[src/rtl/subtr_pipe.sv]
// Pipelined multi-word subtractor: diff = a - b - bin, borrow chain split into STAGES slices.
// Optional SUBTR_PIPE_SAT_EN: clamp diff to zero on unsigned underflow.
module subtr_pipe #(
    parameter int unsigned WIDTH  = 8,
    parameter int unsigned STAGES = 2
) (
    input  logic             clk,
    input  logic             rst_n,
    input  logic             in_valid,
    output logic             in_ready,
    input  logic [WIDTH-1:0] a,
    input  logic [WIDTH-1:0] b,
    input  logic             bin,
    output logic             out_valid,
    input  logic             out_ready,
    output logic [WIDTH-1:0] diff,
    output logic             bout,
    output logic             zero,
    output logic             ovf
);

    localparam int unsigned SW  = WIDTH / STAGES;
    localparam int unsigned MSB = WIDTH - 1;
    localparam int unsigned LST = STAGES - 1;

    // Stage registers: valid, finished diff bits, operands carried forward, slice borrow
    logic             r_vld [STAGES];
    logic [WIDTH-1:0] r_d   [STAGES];
    logic [WIDTH-1:0] r_a   [STAGES];
    logic [WIDTH-1:0] r_b   [STAGES];
    logic             r_brw [STAGES];
    logic             r_zero;
    logic             r_ovf;

    logic             w_adv;
    logic             w_src_vld [STAGES];
    logic [WIDTH-1:0] w_src_d   [STAGES];
    logic [WIDTH-1:0] w_src_a   [STAGES];
    logic [WIDTH-1:0] w_src_b   [STAGES];
    logic             w_src_brw [STAGES];
    logic [SW:0]      w_res     [STAGES];
    logic [WIDTH-1:0] w_nd      [STAGES];
    logic             w_nbrw    [STAGES];
    logic [WIDTH-1:0] w_fin_d;
    logic             w_zero;
    logic             w_ovf;

    // Ripple-borrow over one slice; returns {borrow_out, diff}
    function automatic logic [SW:0] slice_sub(input logic [SW-1:0] x,
                                              input logic [SW-1:0] y,
                                              input logic          bi);
        logic [SW-1:0] d;
        logic          bw;
        d  = '0;
        bw = bi;
        for (int unsigned i = 0; i < SW; i++) begin
            d[i] = x[i] ^ y[i] ^ bw;
            bw   = (~x[i] & y[i]) | (~(x[i] ^ y[i]) & bw);
        end
        return {bw, d};
    endfunction

    assign w_adv = ~r_vld[LST] | out_ready;

    always_comb begin
        w_src_vld[0] = in_valid;
        w_src_d[0]   = '0;
        w_src_a[0]   = a;
        w_src_b[0]   = b;
        w_src_brw[0] = bin;
        for (int unsigned k = 1; k < STAGES; k++) begin
            w_src_vld[k] = r_vld[k-1];
            w_src_d[k]   = r_d[k-1];
            w_src_a[k]   = r_a[k-1];
            w_src_b[k]   = r_b[k-1];
            w_src_brw[k] = r_brw[k-1];
        end
        for (int unsigned k = 0; k < STAGES; k++) begin
            w_res[k]             = slice_sub(w_src_a[k][k*SW +: SW], w_src_b[k][k*SW +: SW],
                                             w_src_brw[k]);
            w_nd[k]              = w_src_d[k];
            w_nd[k][k*SW +: SW]  = w_res[k][SW-1:0];
            w_nbrw[k]            = w_res[k][SW];
        end
        // Flags are resolved alongside the final slice so they register with diff
        w_fin_d = w_nd[LST];
        w_ovf   = (w_src_a[LST][MSB] ^ w_src_b[LST][MSB]) & (w_fin_d[MSB] ^ w_src_a[LST][MSB]);
        w_zero  = (w_fin_d == '0);
`ifdef SUBTR_PIPE_SAT_EN
        if (w_nbrw[LST]) begin
            w_fin_d = '0;
            w_zero  = 1'b1;
        end
`endif
    end

    // Whole pipeline shifts together, bubbles included, whenever the output can move
    always_ff @(posedge clk or negedge rst_n) begin
        if (!rst_n) begin
            for (int unsigned k = 0; k < STAGES; k++) begin
                r_vld[k] <= 1'b0;
                r_d[k]   <= '0;
                r_a[k]   <= '0;
                r_b[k]   <= '0;
                r_brw[k] <= 1'b0;
            end
            r_zero <= 1'b0;
            r_ovf  <= 1'b0;
        end else if (w_adv) begin
            for (int unsigned k = 0; k < STAGES; k++) begin
                r_vld[k] <= w_src_vld[k];
                r_a[k]   <= w_src_a[k];
                r_b[k]   <= w_src_b[k];
                r_brw[k] <= w_nbrw[k];
            end
            for (int unsigned k = 0; k < LST; k++) begin
                r_d[k] <= w_nd[k];
            end
            r_d[LST] <= w_fin_d;
            r_zero   <= w_zero;
            r_ovf    <= w_ovf;
        end
    end

    assign in_ready  = w_adv;
    assign out_valid = r_vld[LST];
    assign diff      = r_d[LST];
    assign bout      = r_brw[LST];
    assign zero      = r_zero;
    assign ovf       = r_ovf;

endmodule

[config.mk]
export PLATFORM = sky130hd
export DESIGN_NAME = subtr_pipe
export DESIGN_NICKNAME = d
export VERILOG_FILES = /design/src/rtl/subtr_pipe.sv
export SDC_FILE = /design/constraint.sdc
export NUM_CORES = 1
export LEC_CHECK = 0
export ABC_AREA = 0
export CORE_UTILIZATION = 30
export CTS_CLUSTER_DIAMETER = 30
export DETAILED_ROUTE_END_ITERATION = 7
export GPL_ROUTABILITY_DRIVEN = 0
export HOLD_SLACK_MARGIN = 0.05
export PLACE_DENSITY = 0.51
export RECOVER_POWER = 100
export SYNTH_ARGS = -nofsm -noshare
export SYNTH_HDL_FRONTEND = slang
export SYNTH_SLANG_ARGS = --single-unit
[constraint.sdc]
create_clock -name clk -period 3 [get_ports clk]
set_input_delay 0.75 -clock clk [delete_from_list [all_inputs] [get_ports clk]]
set_output_delay 0.75 -clock clk [all_outputs]
set_load 0.02 [all_outputs]
Word level (Yosys, flattened, before mapping)
Index checks and enable logic that the tools add are counted.
{"block": "word_totals", "register_bits": 34, "inputBits": 21, "out_inout_bits": 13, "wordCells": 71}
{"block": "op_classes", "n_bitwise": 60, "n_reduce_logical": 1}
{"cell": "$and A1 B1 Y1", "count": 17}
{"cell": "$not A1 Y1", "count": 17}
{"cell": "$xor A1 B1 Y1", "count": 17}
{"cell": "$or A1 B1 Y1", "count": 9}
{"cell": "$logic_not A8 Y1", "count": 1}

Longest topological paths before layout
{"block": "logic_depth", "ltp_word": 11, "depth_mapped": 9, "depth_no_buf": 9}

Worst setup path after synthesis
No wires, ideal clock.
{"block": "synth_timing", "path_type": "reg-to-reg", "startpoint": "register r_b[12] in the netlist's numbering", "endpoint": "register r_zero, in the netlist zero", "setup_ps": 92, "arrival_time_ps": 2521, "required_ps": 2908, "path_slack_ps": 387, "path_stages_with_launch": 10, "n_path_buf": 0, "period_less_slack_ps": 2613, "cell_sequence": "dfrtp_1 > inv_1 > fa_1 > inv_1 > fa_1 > fa_1 > inv_1 > fa_1 > or4bb_1 > o31ai_2"}
{"block": "synth_between", "elab_chain_len": 10, "word_cells_on_any_way": 14, "classes_between": "bitwise (13); reduce/logical (1)"}
{"element": "start, declared", "line": "30", "text": "logic [WIDTH-1:0] r_b [STAGES];"}
{"element": "start signal, assigned by index", "line": "113", "text": "r_b[k] <= w_src_b[k];"}
{"element": "$xor A1 B1 Y1", "line": "58", "text": "bw = (~x[i] & y[i]) | (~(x[i] ^ y[i]) & bw);"}
{"element": "$not A1 Y1", "line": "58"}
{"element": "$and A1 B1 Y1", "line": "58"}
{"element": "$or A1 B1 Y1 (*)", "line": "58"}
{"element": "$and A1 B1 Y1 (*)", "line": "58"}
{"element": "$or A1 B1 Y1 (*)", "line": "58"}
{"element": "$and A1 B1 Y1 (*)", "line": "58"}
{"element": "$or A1 B1 Y1 (*)", "line": "58"}
{"element": "$xor A1 B1 Y1 (*)", "line": "57", "text": "d[i] = x[i] ^ y[i] ^ bw;"}
{"element": "via w_fin_d[7]", "line": "44", "text": "logic [WIDTH-1:0] w_fin_d;"}
{"element": "$logic_not A8 Y1 (*)", "line": "88", "text": "w_zero = (w_fin_d == '0);"}
{"element": "end signal, assigned", "line": "120", "text": "r_zero <= w_zero;"}
{"element": "end, declared", "line": "32", "text": "logic r_zero;"}
Mark *: on every way through the listed nets, which the timed path passes. The rest lies on a longest branch.
A chain may end at the register's enable or synchronous reset.

Worst setup path in the final report
{"block": "layout_timing", "startpoint": "input port out_ready", "endpoint": "output port in_ready"}
{"block": "layout_between", "elab_chain_len": 1}
{"element": "start, declared", "line": "15", "text": "input logic out_ready,"}
{"element": "$or A1 B1 Y1", "line": "63", "text": "assign w_adv = ~r_vld[LST] | out_ready;"}
{"element": "end, declared", "line": "10", "text": "output logic in_ready,"}
Every way passes these cells.

==> reports/summary.txt <==
Post-CTS sizing: 0
Crit path capture: in_ready
GR Overflow Total: 0
Die Height: 69.9 um
Clk slew on worst S/H paths: 0.09 ns
Area delta synth->final: 23.3%
Worst Hold Class: reg2reg
Residual DRC: 0
Worst slack, placed: -0.0822 ns
Switching share of total power: 29.9%
Nets: 159
Sequential area share after synthesis: 47.0%
Clock skew: 0.00447 ns
Share of cells above drive strength 1: 10.9%
Final wirelength: 2.35 mm
DP HPWL: 1.72 mm
# clock sinks: 26
Seq. cell area: 651 um^2
Critical path required time: 2.25 ns
Slew @ Worst Pin: 1.43 ns
Die ar.: 4890 um^2
Critical Path Sink Type: primary output
Critical path launch point type: primary input
Final Hold Fails: 0
Syn avg cell area: 13.8 um^2
DR iter-0 viols: 56
Count of hold-fix buffers inserted at cts: 0
Slew Limit Fails: 0
TritonCTS Buffers: 3
Setup bufs post-CTS: 0
Port buffer count: 33
Fill cells: 425
Post-Synthesis Cells: 100
Period utilization: 96.3%
Minimum clock period after layout: 2.89 ns
Yosys reg bits: 26
RR Startpoint: r_b[12]
Root Buffer: clkbuf_8
H-tree levels: 1
Ports: 34
Vias in the first global route: 862
Post-Syn Nets: 130
Drt pass-1 iters: 4
Via count: 782
Reg power frac: 42.7%
Fmax: 0.346 GHz
R2r endpoint: zero
Synth unique cells: 20
Largest net degree at the start of global routing: 27
YS warnings: 0
Core box area: 4380 um^2
Dpl cell area: 1690 um^2
Area of the multi-input gates: 514 um^2
Worst Setup SP: out_ready
Mapped Area: 1380 um^2
Critical Setup Path Class: in2out
Final ANT Viol Nets: 0
Post-layout instance area: 1710 um^2
VDD IR max: 0.000269 V
Critical Path AT: 2.14 ns
Net load switching power: 0.339 mW
Final setup vio count: 0
Worst-skew pair later-pin latency: 0.27 ns
Post-layout worst setup margin: 0.110 ns
Sum Neg Setup Slack: 0 ns
Worst rel slew slack: 4.42%
Run status: complete, no violations
CTS tree: yes
RSZ-0062 raised after global routing: no
Cell Int Power: 0.795 mW
Static Leak: 0.750 nW
Ant diodes: 0
Die Width: 69.9 um
DR WL/cell: 13.0 um
Post-route insts no fill: 180
R2R setup slack: 0.25 ns
DR vias/cell: 4.34
Initial antenna violation count: 0
CP Max Fanout: 2
Cell row count: 24
GRT Overall Usage: 11.1%
Max cap viols: 0
Pwr/cell area: 664 nW/um^2
Placed cells: 176
Logic pwr share: 31.7%
Global-route wire length before repair: 4.19 mm
Maximum clock insertion buffer count: 2
Power share of the clock group: 25.6%
R2R cell count: 9
Initial Utilization: 31.6%
[routing by layer]
layer / track usage (%) / vias to the layer above / routed length (um)
li1: - / 369 / -
met1: 14.7 / 391 / 1140
met2: 17.6 / 20 / 1080
met3: 2.60 / 2 / 103
met4: 4.67 / 0 / 28
met5: 0 / - / 0
[power by group through the flow]
stage	Combinational (mW)	Sequential, mW	Clock [mW]
2_1_floorplan	0.302	0.492	0
3_3_place_gp	0.412	0.495	0
3_5_place_dp	0.417	0.498	0
4_1_cts	0.419	0.491	0.304
5_1_grt	0.396	0.499	0.322
6_report	0.359	0.484	0.291
[cell type report]
| cell class | count | share of cell area (%) |
|---|---|---|
| flip-flops and latches | 26 | 38.1 |
| clock buffers | 3 | 2.42 |
| well taps | 52 | 3.81 |
| multi-input cells | 46 | 30.1 |
| clock inverters | 1 | 1.76 |
| repair buffers | 36 | 20.2 |
| inverters | 16 | 3.52 |
[worst min path at each step]
stage                        start        end  slack (ns)  cells past startpoint
after global placement    r_vld[1]  out_valid        0.44                      1
after CTS                 r_vld[1]  out_valid        0.48                      1
after detailed placement  r_vld[1]  out_valid        0.46                      1
after floorplan           r_vld[1]  out_valid        0.43                      1
final                     r_vld[1]  out_valid        0.47                      1
after global routing      r_vld[1]  out_valid        0.53                      1
[sequential cells by signal, indices dropped and copies added (netlist names), 4 cells and up]
name and flops:
diff 8, r_b 4, r_a 4, r_d 4
[synth_stat cells]
library cell / instances / area [um^2]
or2_2: 1 / 6.26
o21ai_0: 5 / 25.0
o31ai_1: 1 / 7.51
nor2b_4: 1 / 13.8
clkbuf_8: 1 / 13.8
o31ai_2: 1 / 12.5
buf_12: 1 / 20.0
or4_1: 1 / 7.51
ha_1: 1 / 12.5
or4bb_1: 1 / 11.3
dfrtp_1: 26 / 651
inv_1: 16 / 60.1
buf_4: 8 / 60.1
nand3b_1: 7 / 52.6
buf_6: 2 / 22.5
mux2i_1: 1 / 10.0
fa_1: 8 / 160
mux2_4: 10 / 150
mux2_2: 7 / 78.8
xnor2_1: 1 / 8.76
[worst max-delay path, cell delays in order]
cell	delay (ns)
dlygate4sd3_1	0.59
nor2b_4	0.12
inv_1	0.04
dlygate4sd3_1	0.64
[cell families after synthesis]
logic type	share of synthesized area, %
mux	17.3
fa+ha+maj	12.5
buf+inv	12.7
flops	47.0
compound gates	3.25
xor+xnor	0.633
simple gates	6.60
[cells in the final DEF, fill, tap and decap left out]
master,instances
fa_1,8
bufinv_16,1
dlygate4sd3_1,15
nand3b_1,7
o31ai_1,2
o21ai_0,5
mux2i_1,1
mux2_2,7
or4bb_1,1
mux2_1,10
inv_1,16
buf_4,1
or2_2,1
nor2b_4,1
ha_1,1
xnor2_1,1
clkbuf_8,3
or4_1,1
clkdlybuf4s50_1,18
clkbuf_1,2
dfrtp_1,26
[through the flow]
step | utilization (%) | hold slack [ns] | power, mW
5_1_grt | 38.9 | 0.528 | 1.22
3_5_place_dp | 38.4 | 0.459 | 0.915
6_report | 38.9 | 0.472 | 1.13
4_1_cts | 40.1 | 0.481 | 1.21
3_3_place_gp | 38.4 | 0.443 | 0.908
2_1_floorplan | - | 0.433 | 0.794
Power figures use the tool's default switching activity.
